===== src/rtl/topk_result_serializer_pkg.sv =====
// Shared types and helpers for the top-K result serializer: read-side state encoding,
// index-width sizing and the rank-to-element mapping used by the sorting network.
package topk_result_serializer_pkg;

    localparam int DEF_DATA_WIDTH = 32;

    typedef enum logic {
        RD_IDLE   = 1'b0,
        RD_STREAM = 1'b1
    } rd_state_e;

    // m_index needs at least one bit even when only a single element is emitted.
    function automatic int idx_width(input int k);
        return (k > 1) ? $clog2(k) : 1;
    endfunction

    // Position of the element with the given rank inside a sorted vector of n elements.
    function automatic int best_elem(input int n, input int rank, input bit asc);
        return asc ? (n - 1 - rank) : rank;
    endfunction

endpackage


===== src/rtl/topk_result_serializer_vec_buffer.sv =====
// Two-slot ping-pong store for sorted vectors; the caller only writes when not full
// and only retires the slot at rd_ptr, so the slot being read is never overwritten.
module topk_result_serializer_vec_buffer #(
    parameter int VEC_W = 512
) (
    input  logic             clk,
    input  logic             rst,
    input  logic             wr_en_i,
    input  logic [VEC_W-1:0] wr_data_i,
    input  logic             rd_done_i,
    output logic [VEC_W-1:0] rd_data_o,
    output logic [1:0]       count_o,
    output logic             full_o
);

    logic [VEC_W-1:0] slot_q [2];
    logic             wr_ptr_q;
    logic             rd_ptr_q;
    logic [1:0]       count_q;
    logic [1:0]       count_d;

    // A write and a retire in the same cycle cancel out.
    always_comb begin
        count_d = count_q;
        if (wr_en_i && !rd_done_i) begin
            count_d = count_q + 2'd1;
        end else if (!wr_en_i && rd_done_i) begin
            count_d = count_q - 2'd1;
        end
    end

    always_ff @(posedge clk or posedge rst) begin
        if (rst) begin
            wr_ptr_q <= 1'b0;
            rd_ptr_q <= 1'b0;
            count_q  <= 2'd0;
        end else begin
            count_q <= count_d;
            if (wr_en_i) begin
                wr_ptr_q <= ~wr_ptr_q;
            end
            if (rd_done_i) begin
                rd_ptr_q <= ~rd_ptr_q;
            end
        end
    end

    always_ff @(posedge clk) begin
        if (wr_en_i) begin
            slot_q[wr_ptr_q] <= wr_data_i;
        end
    end

    assign rd_data_o = slot_q[rd_ptr_q];
    assign count_o   = count_q;
    assign full_o    = (count_q == 2'd2);

endmodule


===== src/rtl/topk_result_serializer.sv =====
// Consumer end of the bitonic sorter: buffers sorted vectors and streams the best K
// elements one per valid/ready beat, counting vectors lost to overrun.
module topk_result_serializer
    import topk_result_serializer_pkg::*;
#(
    parameter int  LOG_INPUT_NUM = 4,
    parameter int  DATA_WIDTH    = DEF_DATA_WIDTH,
    parameter int  K             = 8,
    parameter bit  ASCENDING     = 1'b1,
    localparam int N             = 2 ** LOG_INPUT_NUM,
    localparam int IDX_W         = idx_width(K)
) (
    input  logic                    clk,
    input  logic                    rst,
    input  logic                    i_valid,
    input  logic [DATA_WIDTH*N-1:0] x,
    output logic                    in_ready,
    output logic [DATA_WIDTH-1:0]   m_data,
    output logic                    m_valid,
    input  logic                    m_ready,
    output logic [IDX_W-1:0]        m_index,
    output logic                    m_last,
    output logic                    drop_err,
    output logic [15:0]             drop_cnt
);

    rd_state_e                state_q;
    logic [IDX_W-1:0]         rank_q;
    logic                     drop_err_q;
    logic [15:0]              drop_cnt_q;

    logic [DATA_WIDTH*N-1:0]  rd_vec;
    logic [DATA_WIDTH-1:0]    elem [N];
    logic [LOG_INPUT_NUM-1:0] sel;
    logic [1:0]               count;
    logic                     full;
    logic                     wr_en;
    logic                     drop;
    logic                     beat;
    logic                     rank_last;
    logic                     retire;

    // Fullness is judged on the registered count, so a same-cycle retire cannot rescue a vector.
    assign wr_en     = i_valid && !full;
    assign drop      = i_valid && full;
    assign rank_last = (rank_q == IDX_W'(K - 1));
    assign beat      = (state_q == RD_STREAM) && m_ready;
    assign retire    = beat && rank_last;

    topk_result_serializer_vec_buffer #(
        .VEC_W(DATA_WIDTH * N)
    ) u_buf (
        .clk       (clk),
        .rst       (rst),
        .wr_en_i   (wr_en),
        .wr_data_i (x),
        .rd_done_i (retire),
        .rd_data_o (rd_vec),
        .count_o   (count),
        .full_o    (full)
    );

    always_ff @(posedge clk or posedge rst) begin
        if (rst) begin
            state_q <= RD_IDLE;
            rank_q  <= '0;
        end else begin
            case (state_q)
                RD_IDLE: begin
                    if (wr_en) begin
                        state_q <= RD_STREAM;
                    end
                end
                RD_STREAM: begin
                    if (beat) begin
                        if (rank_last) begin
                            rank_q <= '0;
                            if (count == 2'd1 && !wr_en) begin
                                state_q <= RD_IDLE;
                            end
                        end else begin
                            rank_q <= rank_q + IDX_W'(1);
                        end
                    end
                end
                default: state_q <= RD_IDLE;
            endcase
        end
    end

    always_ff @(posedge clk or posedge rst) begin
        if (rst) begin
            drop_err_q <= 1'b0;
            drop_cnt_q <= 16'd0;
        end else begin
            drop_err_q <= drop;
            if (drop && drop_cnt_q != 16'hFFFF) begin
                drop_cnt_q <= drop_cnt_q + 16'd1;
            end
        end
    end

    for (genvar g = 0; g < N; g++) begin : g_elem
        assign elem[g] = rd_vec[g*DATA_WIDTH +: DATA_WIDTH];
    end

    assign sel = LOG_INPUT_NUM'(best_elem(N, int'(rank_q), ASCENDING));

    // Data-path outputs are forced to zero while idle so stale slot contents never leak out.
    assign m_valid  = (state_q == RD_STREAM);
    assign m_data   = m_valid ? elem[sel] : '0;
    assign m_index  = m_valid ? rank_q : '0;
    assign m_last   = m_valid && rank_last;
    assign in_ready = !full;
    assign drop_err = drop_err_q;
    assign drop_cnt = drop_cnt_q;

endmodule


===== config.mk =====
export PLATFORM = sky130hd
export DESIGN_NAME = topk_result_serializer
export DESIGN_NICKNAME = d
export VERILOG_FILES = /design/src/rtl/topk_result_serializer_pkg.sv /design/src/rtl/topk_result_serializer_vec_buffer.sv /design/src/rtl/topk_result_serializer.sv
export SDC_FILE = /design/constraint.sdc
export NUM_CORES = 1
export LEC_CHECK = 0
export ABC_AREA = 0
export BUFFER_PORTS_ARGS = -buffer_cell sky130_fd_sc_hd__buf_2
export CORE_MARGIN = 10
export CORE_UTILIZATION = 30
export DETAILED_ROUTE_END_ITERATION = 8
export GPL_TIMING_DRIVEN = 1
export PLACE_DENSITY_LB_ADDON = 0.3
export SLEW_MARGIN = 10
export SYNTH_ARGS = -nofsm -noshare
export SYNTH_HDL_FRONTEND = slang
export SYNTH_SLANG_ARGS = --single-unit

===== constraint.sdc =====
create_clock -name clk -period 29.9 [get_ports clk]
set_clock_uncertainty 0.05 [all_clocks]
set_input_delay 4.485 -clock clk [delete_from_list [all_inputs] [get_ports clk]]
set_output_delay 4.485 -clock clk [all_outputs]
set_load 0.05 [all_outputs]

# After elaboration in Yosys (flattened, before gate mapping)

Memory sizes are Yosys's and may differ from the RTL's.
Cells that the tools add are included.

Bits in registers: 25
Bits in latches: 0
Memory bits (writable): 1,024
Memory bits (read-only): 0
Word-level logic and storage cells: 50
Memories: 1

Memory list:

| name         | words | bits a word | rd ports | clocked after memory_dff | write ports | RTL line                                | source |
|---|---|---|---|---|---|---|---|
| u_buf.slot_q | 2     | 512         | 1        | 0                        | 1           | topk_result_serializer_vec_buffer.sv:16 | `logic [VEC_W-1:0] slot_q [2];` |

$add $sub $neg: 5
Multiply operators: 0
Div/mod/pow operators: 0
Magnitude comparators: 1
Eq/ne operators: 4
Shifts and indexed selects: 0
Multiplexer cells: 14
Bitwise gates (word level): 4
Reductions and logical operators: 14

Operators by type and width:

| kind                                                     | number |
|---|---|
| binary-select mux 32 bit (select 4 bit)                  | 1 |
| two-way mux 32 bit                                       | 3 |
| adder 16 x 1 -> 16 bit, second input constant            | 1 |
| != test 16 bit, second input constant                    | 1 |
| logical AND 1 bit                                        | 9 |
| two-way mux 3 bit                                        | 2 |
| greater-or-equal comparator 5 bit, second input constant | 1 |
| two-way mux 1 bit                                        | 5 |
| inverter 4 -> 5 bit                                      | 1 |
| two-way mux 2 bit                                        | 2 |
| subtractor 4 x 3 -> 4 bit, first input constant          | 1 |
| adder 3 x 1 -> 3 bit, second input constant              | 1 |
| equality test 3 bit, second input constant               | 1 |
| logical NOT 1 bit                                        | 3 |
| inverter 1 bit                                           | 3 |
| adder 2 x 1 -> 2 bit, second input constant              | 1 |
| equality test 2 x 1 -> 1 bit, second input constant      | 1 |
| equality test 2 bit, second input constant               | 1 |
| case mux 1 bit (2 select lines)                          | 1 |
| AND reduction 2 bit                                      | 1 |
| nonzero test 2 bit                                       | 1 |
| subtractor 2 x 1 -> 2 bit, second input constant         | 1 |

# Logic depth before layout (Yosys ltp)

Depth in word-level cells: 9
Gate-level depth with buffers: 8

# By module

Synthesis repeated with hierarchy kept, for this count alone.

Cell total of the unflattened synthesis: 1,856
Area, all modules: 40,475.1 um^2

By module, submodules not included:

| module                            | instances | cells each | area each (um^2) | seq. area each (um^2) |
|---|---|---|---|---|
| topk_result_serializer_vec_buffer | 1         | 1,609      | 37,318.3         | 30,849.6 |
| topk_result_serializer            | 1         | 247        | 3,156.8          | 525.5 |

# Least setup slack after synthesis

Ideal clock, no wire load.

Path kind: input port to flip-flop
From: in i_valid
To: mem u_buf.slot_q[0][256], enable pin
Setup time: 878 ps
Arrival: 15,176 ps
Required time: 28,972 ps
Path slack: 13,796 ps
Stages: 2
Path buffers: 0
Path through: nand2_1 nor2_1

Cells in the longest elaborated chain, start to end: 3

Ends and longest elaborated chain:

| item                                    | RTL line                                | source |
|---|---|---|
| start, declared                         | topk_result_serializer.sv:15            | `input logic i_valid,` |
| logical AND 1 bit                       | topk_result_serializer.sv:44            | `assign wr_en = i_valid && !full;` |
| two-way mux 1 bit                       | topk_result_serializer_vec_buffer.sv:49 | `if (wr_en_i) begin` |
| two-way mux 1 bit (not written as such) | topk_result_serializer_vec_buffer.sv:50 | `slot_q[wr_ptr_q] <= wr_data_i;` |
| end, declared                           | topk_result_serializer_vec_buffer.sv:16 |  |

No other way between the ends.

# Worst setup path in the final report

From: reg u_buf.rd_ptr_q
To: out m_data[14]

Cells in the longest elaborated chain, start to end: 5

Ends and longest elaborated chain:

| item                                                   | RTL line                                | source |
|---|---|---|
| start, declared                                        | topk_result_serializer_vec_buffer.sv:18 | `logic rd_ptr_q;` |
| start signal, assigned                                 | topk_result_serializer_vec_buffer.sv:43 | `rd_ptr_q <= ~rd_ptr_q;` |
| memory read (2 x 512 bit)                              | n/a                                     |  |
| binary-select mux 32 bit (select 4 bit)                | topk_result_serializer.sv:111           | `assign m_data = m_valid ? elem[sel] : '0;` |
| two-way mux 32 bit (not written as such) (2 in series) | topk_result_serializer.sv:111           |  |
| two-way mux 32 bit                                     | topk_result_serializer.sv:111           |  |
| end, declared                                          | topk_result_serializer.sv:18            | `output logic [DATA_WIDTH-1:0] m_data,` |

No other way between the ends. The select of a mux whose other input is x is not followed.

==> impl_metrics.json <==
{
  "run_status": "finished, final reports clean",
  "finalNetCount": 1824,
  "combinational_share_of_power_pct": 33.5,
  "vdd_ir_drop_max_mv": 0.07676,
  "grt.overflow.total": 0,
  "clock_sinks": 537,
  "cts_tree": "built",
  "cts_buffer_depth": 3,
  "fin_tns_setup_ns": 0,
  "syn-num-nets": 1480,
  "yosys.area_share.adder_pct": 0.4219,
  "drc": 0,
  "die-height_microns": 283.1,
  "reg2reg_slack_ns": 26.57,
  "number_of_buffers_and_inverters_on_the_critical_path": 3,
  "final_cell_area_sq_um": 25340,
  "gp_congestion": 0.7576,
  "final_core_utilization_pct": 36.94,
  "die_w_microns": 283.1,
  "number_of_antenna_violations_at_the_first_check_in_global_routing": 30,
  "core_region_sq_um": 68590,
  "placedCellCount": 2171,
  "power_report.internal_total_w": 0.001774,
  "fp.dieArea_sq_um": 80130,
  "synth-simple-area-share_pct": 1.995,
  "critical_path.cell_chain": "buf_4, buf_4, mux4_2, mux2i_1, o22ai_1, buf_2",
  "timing.hold.worst.class": "flop to flop",
  "post-synth-top-area-fraction_pct": 74.06,
  "p_leak_nw": 8.972,
  "min_from": "u_buf.count_o[0]$_DFFE_PP0P_",
  "clk-insertion-delay-late_ns": 0.59,
  "setup_viol_count_final": 0,
  "synth_top_family_by_area": "multiplexers",
  "tightestPinTransition_ns": 1.101,
  "clk_transition_reported_paths_ns": 0.06,
  "wire_per_inst_microns": 23.35,
  "synth_xor_xnor_area_share_pct": 0.5484,
  "crit_type": "flop to primary output",
  "finalMaxSlewViolations": 0,
  "hold_depth": 1,
  "floorplan.initialDensity_pct": 30.27,
  "cts_htree_levels": 2,
  "yosys_warnings": 0,
  "max_freq_mhz": 111.0,
  "synth.area.mux_share_pct": 16.23,
  "totalWireLength_microns": 53350,
  "max_cap_violations": 0,
  "worst_r2r_startpoint": "u_buf.count_o[0]$_DFFE_PP0P_",
  "synth.lib_cells_used.distinct": 42,
  "final_cell_count_no_fill": 2285,
  "power.share.sequential_pct": 40.0,
  "drive_gt1_share_pct": 40.55,
  "global_route_wire_length_before_repair_microns": 77330,
  "number_of_optimization_iterations_in_the_first_detailed_route_pass": 5,
  "flow.area_growth_from_synthesis_pct": 22.04,
  "ys_ff_latch": 537,
  "tritoncts.num_buffers": 59,
  "ys_top_cells_by_area": "sky130_fd_sc_hd__edfxtp_1 74%, sky130_fd_sc_hd__mux4_2 12%, sky130_fd_sc_hd__mux2i_1 4.0%",
  "hpwlAfterDp_microns": 36050,
  "detail-route-antenna-nets": 0,
  "crit_required_ns": 25.37,
  "synth_cells": 957,
  "synth_compound_area_share_pct": 2.266,
  "postCtsResizedCells": 0,
  "critical_path.most_common_cell": "sky130_fd_sc_hd__buf_4",
  "initialDrtViolationCount": 663,
  "ys_seq_area_share_pct": 77.07,
  "post_synthesis_area_per_instance_sq_um": 21.69,
  "ff2ff_path_depth": 7,
  "r2r_end": "u_buf.slot_q[0][295]$_DFFE_PP_",
  "largest_net_degree_at_the_start_of_global_routing": 138,
  "crit_family": "buffers and inverters",
  "placement.cell_area_sq_um": 23360,
  "async_reset_ff_share_pct": 4.655,
  "critical_path.slowest_cell": "sky130_fd_sc_hd__dfrtp_4",
  "whs_ns": 0.4640,
  "rsz0062_at_grt": "false",
  "share_clk_of_total_power_pct": 26.5,
  "worstSetupStartpointType": "flop",
  "critPathMaxFanout": 52,
  "root_cell_of_the_clock_tree": "sky130_fd_sc_hd__clkbuf_16",
  "finalHoldViolations": 0,
  "p_sw_w": 0.0009657,
  "pwr_density_cell_nw_per_um2": 108.1,
  "grt_pass1_vias": 11520,
  "postCtsSetupRepairBufs": 0,
  "ys_dominant_reg_cell": "sky130_fd_sc_hd__edfxtp_1",
  "longest_individual_stage_delay_on_the_worst_path_ns": 1.08,
  "count_of_buffers_inserted_at_the_top_level_ports": 314,
  "cp.arrival_ns": 4.47,
  "worstSetupEndpointType": "primary output",
  "final.period_utilization_pct": 30.12,
  "post_synth_instance_area_sq_um": 20760,
  "critical_path_depth": 6,
  "synthDominantAreaCellType": "sky130_fd_sc_hd__edfxtp_1",
  "vias": 10560,
  "grtUsageTotal_pct": 12.95,
  "via_per_inst": 4.621,
  "fp-row-count": 96,
  "netlist_top_cells_count": "512 x sky130_fd_sc_hd__edfxtp_1, 110 x sky130_fd_sc_hd__mux4_2, 82 x sky130_fd_sc_hd__mux2i_1, 26 x sky130_fd_sc_hd__nand2_1, 25 x sky130_fd_sc_hd__dfrtp_1",
  "min_period_ns": 9.006,
  "worst_slew_margin_rel_pct": 26.43,
  "holdPathEnd": "u_buf.count_o[0]$_DFFE_PP0P_",
  "power.switching_fraction_pct": 35.25,
  "synth_enable_flop_cells": 512,
  "most_repeated_cell_in_the_gate_level_netlist_after_synthesis": "sky130_fd_sc_hd__edfxtp_1",
  "holdBufCountCts": 0,
  "design.portCount": 571
}
worst max-delay path by stage:
stage                                     startpoint                             end  slack (ns)
after global routing      u_buf.rd_ptr_q$_DFFE_PP0P_                      m_data[14]       20.53
final                     u_buf.rd_ptr_q$_DFFE_PP0P_                      m_data[14]       20.89
after global placement    u_buf.rd_ptr_q$_DFFE_PP0P_                      m_data[14]       21.33
after floorplan                              i_valid  u_buf.slot_q[0][256]$_DFFE_PP_       13.80
after CTS                 u_buf.rd_ptr_q$_DFFE_PP0P_                      m_data[14]       20.64
after detailed placement  u_buf.rd_ptr_q$_DFFE_PP0P_                      m_data[14]       21.30
logic make-up after synthesis:
| logic type | after synthesis |
|---|---|
| AO/OA/AOI/OAI | 71 |
| XOR/XNOR | 13 |
| adder cells (fa/ha/maj) | 7 |
| buffers and inverters | 53 |
| flip-flops | 537 |
| multiplexers | 198 |
| AND/OR/NAND/NOR | 78 |
layout by cell type (no fill, tap or decap), types with 2 or more instances in the layout:
master,synthesis,routed
sky130_fd_sc_hd__edfxtp_1,512,512
sky130_fd_sc_hd__buf_2,10,314
sky130_fd_sc_hd__mux4_2,110,110
sky130_fd_sc_hd__mux2i_1,82,82
sky130_fd_sc_hd__clkbuf_16,0,61
sky130_fd_sc_hd__nand2_1,26,26
sky130_fd_sc_hd__o22ai_1,23,23
sky130_fd_sc_hd__dfrtp_1,25,22
sky130_fd_sc_hd__clkinv_2,0,17
sky130_fd_sc_hd__nand3_1,15,15
sky130_fd_sc_hd__a22oi_1,14,14
sky130_fd_sc_hd__buf_4,9,14
sky130_fd_sc_hd__clkinv_1,0,10
sky130_fd_sc_hd__o21ai_0,9,9
sky130_fd_sc_hd__xor2_1,9,9
sky130_fd_sc_hd__a211oi_1,8,8
sky130_fd_sc_hd__bufinv_16,0,8
sky130_fd_sc_hd__clkbuf_1,17,8
sky130_fd_sc_hd__nand2b_1,7,7
sky130_fd_sc_hd__a21oi_1,7,7
sky130_fd_sc_hd__ha_1,7,7
sky130_fd_sc_hd__inv_1,6,6
sky130_fd_sc_hd__nor2_1,7,6
sky130_fd_sc_hd__diode_2,0,5
sky130_fd_sc_hd__and2_1,6,5
sky130_fd_sc_hd__mux2_2,5,5
sky130_fd_sc_hd__nor3_1,4,4
sky130_fd_sc_hd__xnor2_1,4,4
sky130_fd_sc_hd__o211ai_1,4,4
sky130_fd_sc_hd__a221oi_1,4,4
sky130_fd_sc_hd__nor2b_1,3,3
sky130_fd_sc_hd__clkinvlp_4,0,3
sky130_fd_sc_hd__dfrtp_4,0,3
sky130_fd_sc_hd__nand4_1,2,2
sky130_fd_sc_hd__clkinv_4,0,2
routing by layer:
metal | wire, microns | part of all wire, % | track usage, %
met5 | 331 | 0.62 | 0
met3 | 5299 | 9.9 | 5.691
met1 | 21320 | 40 | 15.52
met2 | 25210 | 47 | 21.03
met4 | 1191 | 2.2 | 3.391
stage by stage:
stage	total power, W	setup WS (ns)
3_5_place_dp	0.002069	21.30
3_3_place_gp	0.002056	21.33
2_1_floorplan	0.001814	13.80
6_report	0.002740	20.89
4_1_cts	0.002808	20.64
5_1_grt	0.002884	20.53
final cells by class:
cell class	count	area, sq um
diodes	5	12.51
clock buffers	69	1556
clock inverters	40	402.9
fillers	6341	43250
inverters	7	26.28
multi-input cells	367	4466
flip-flops and latches	537	16010
well taps	931	1165
repair buffers	329	1697
power by group through the flow:
stage | Sequential (W) | Combinational (W) | Clock (W)
after CTS | 0.00110 | 0.000956 | 0.000752
after floorplan | 0.00114 | 0.000675 | 0
final | 0.00110 | 0.000917 | 0.000727
after global routing | 0.00111 | 0.000990 | 0.000780
after detailed placement | 0.00112 | 0.000954 | 0
after global placement | 0.00111 | 0.000950 | 0
sequential cells by signal (all words and copies together) (netlist names):
| register | flops |
|---|---|
| rank_q | 3 |
| u_buf.slot_q | 512 |
| drop_cnt | 16 |
| drop_err | 1 |
| u_buf.wr_ptr_q | 1 |
| u_buf.rd_ptr_q | 1 |
| m_valid | 1 |
| u_buf.count_o | 2 |
Power figures use the tool's default switching activity.
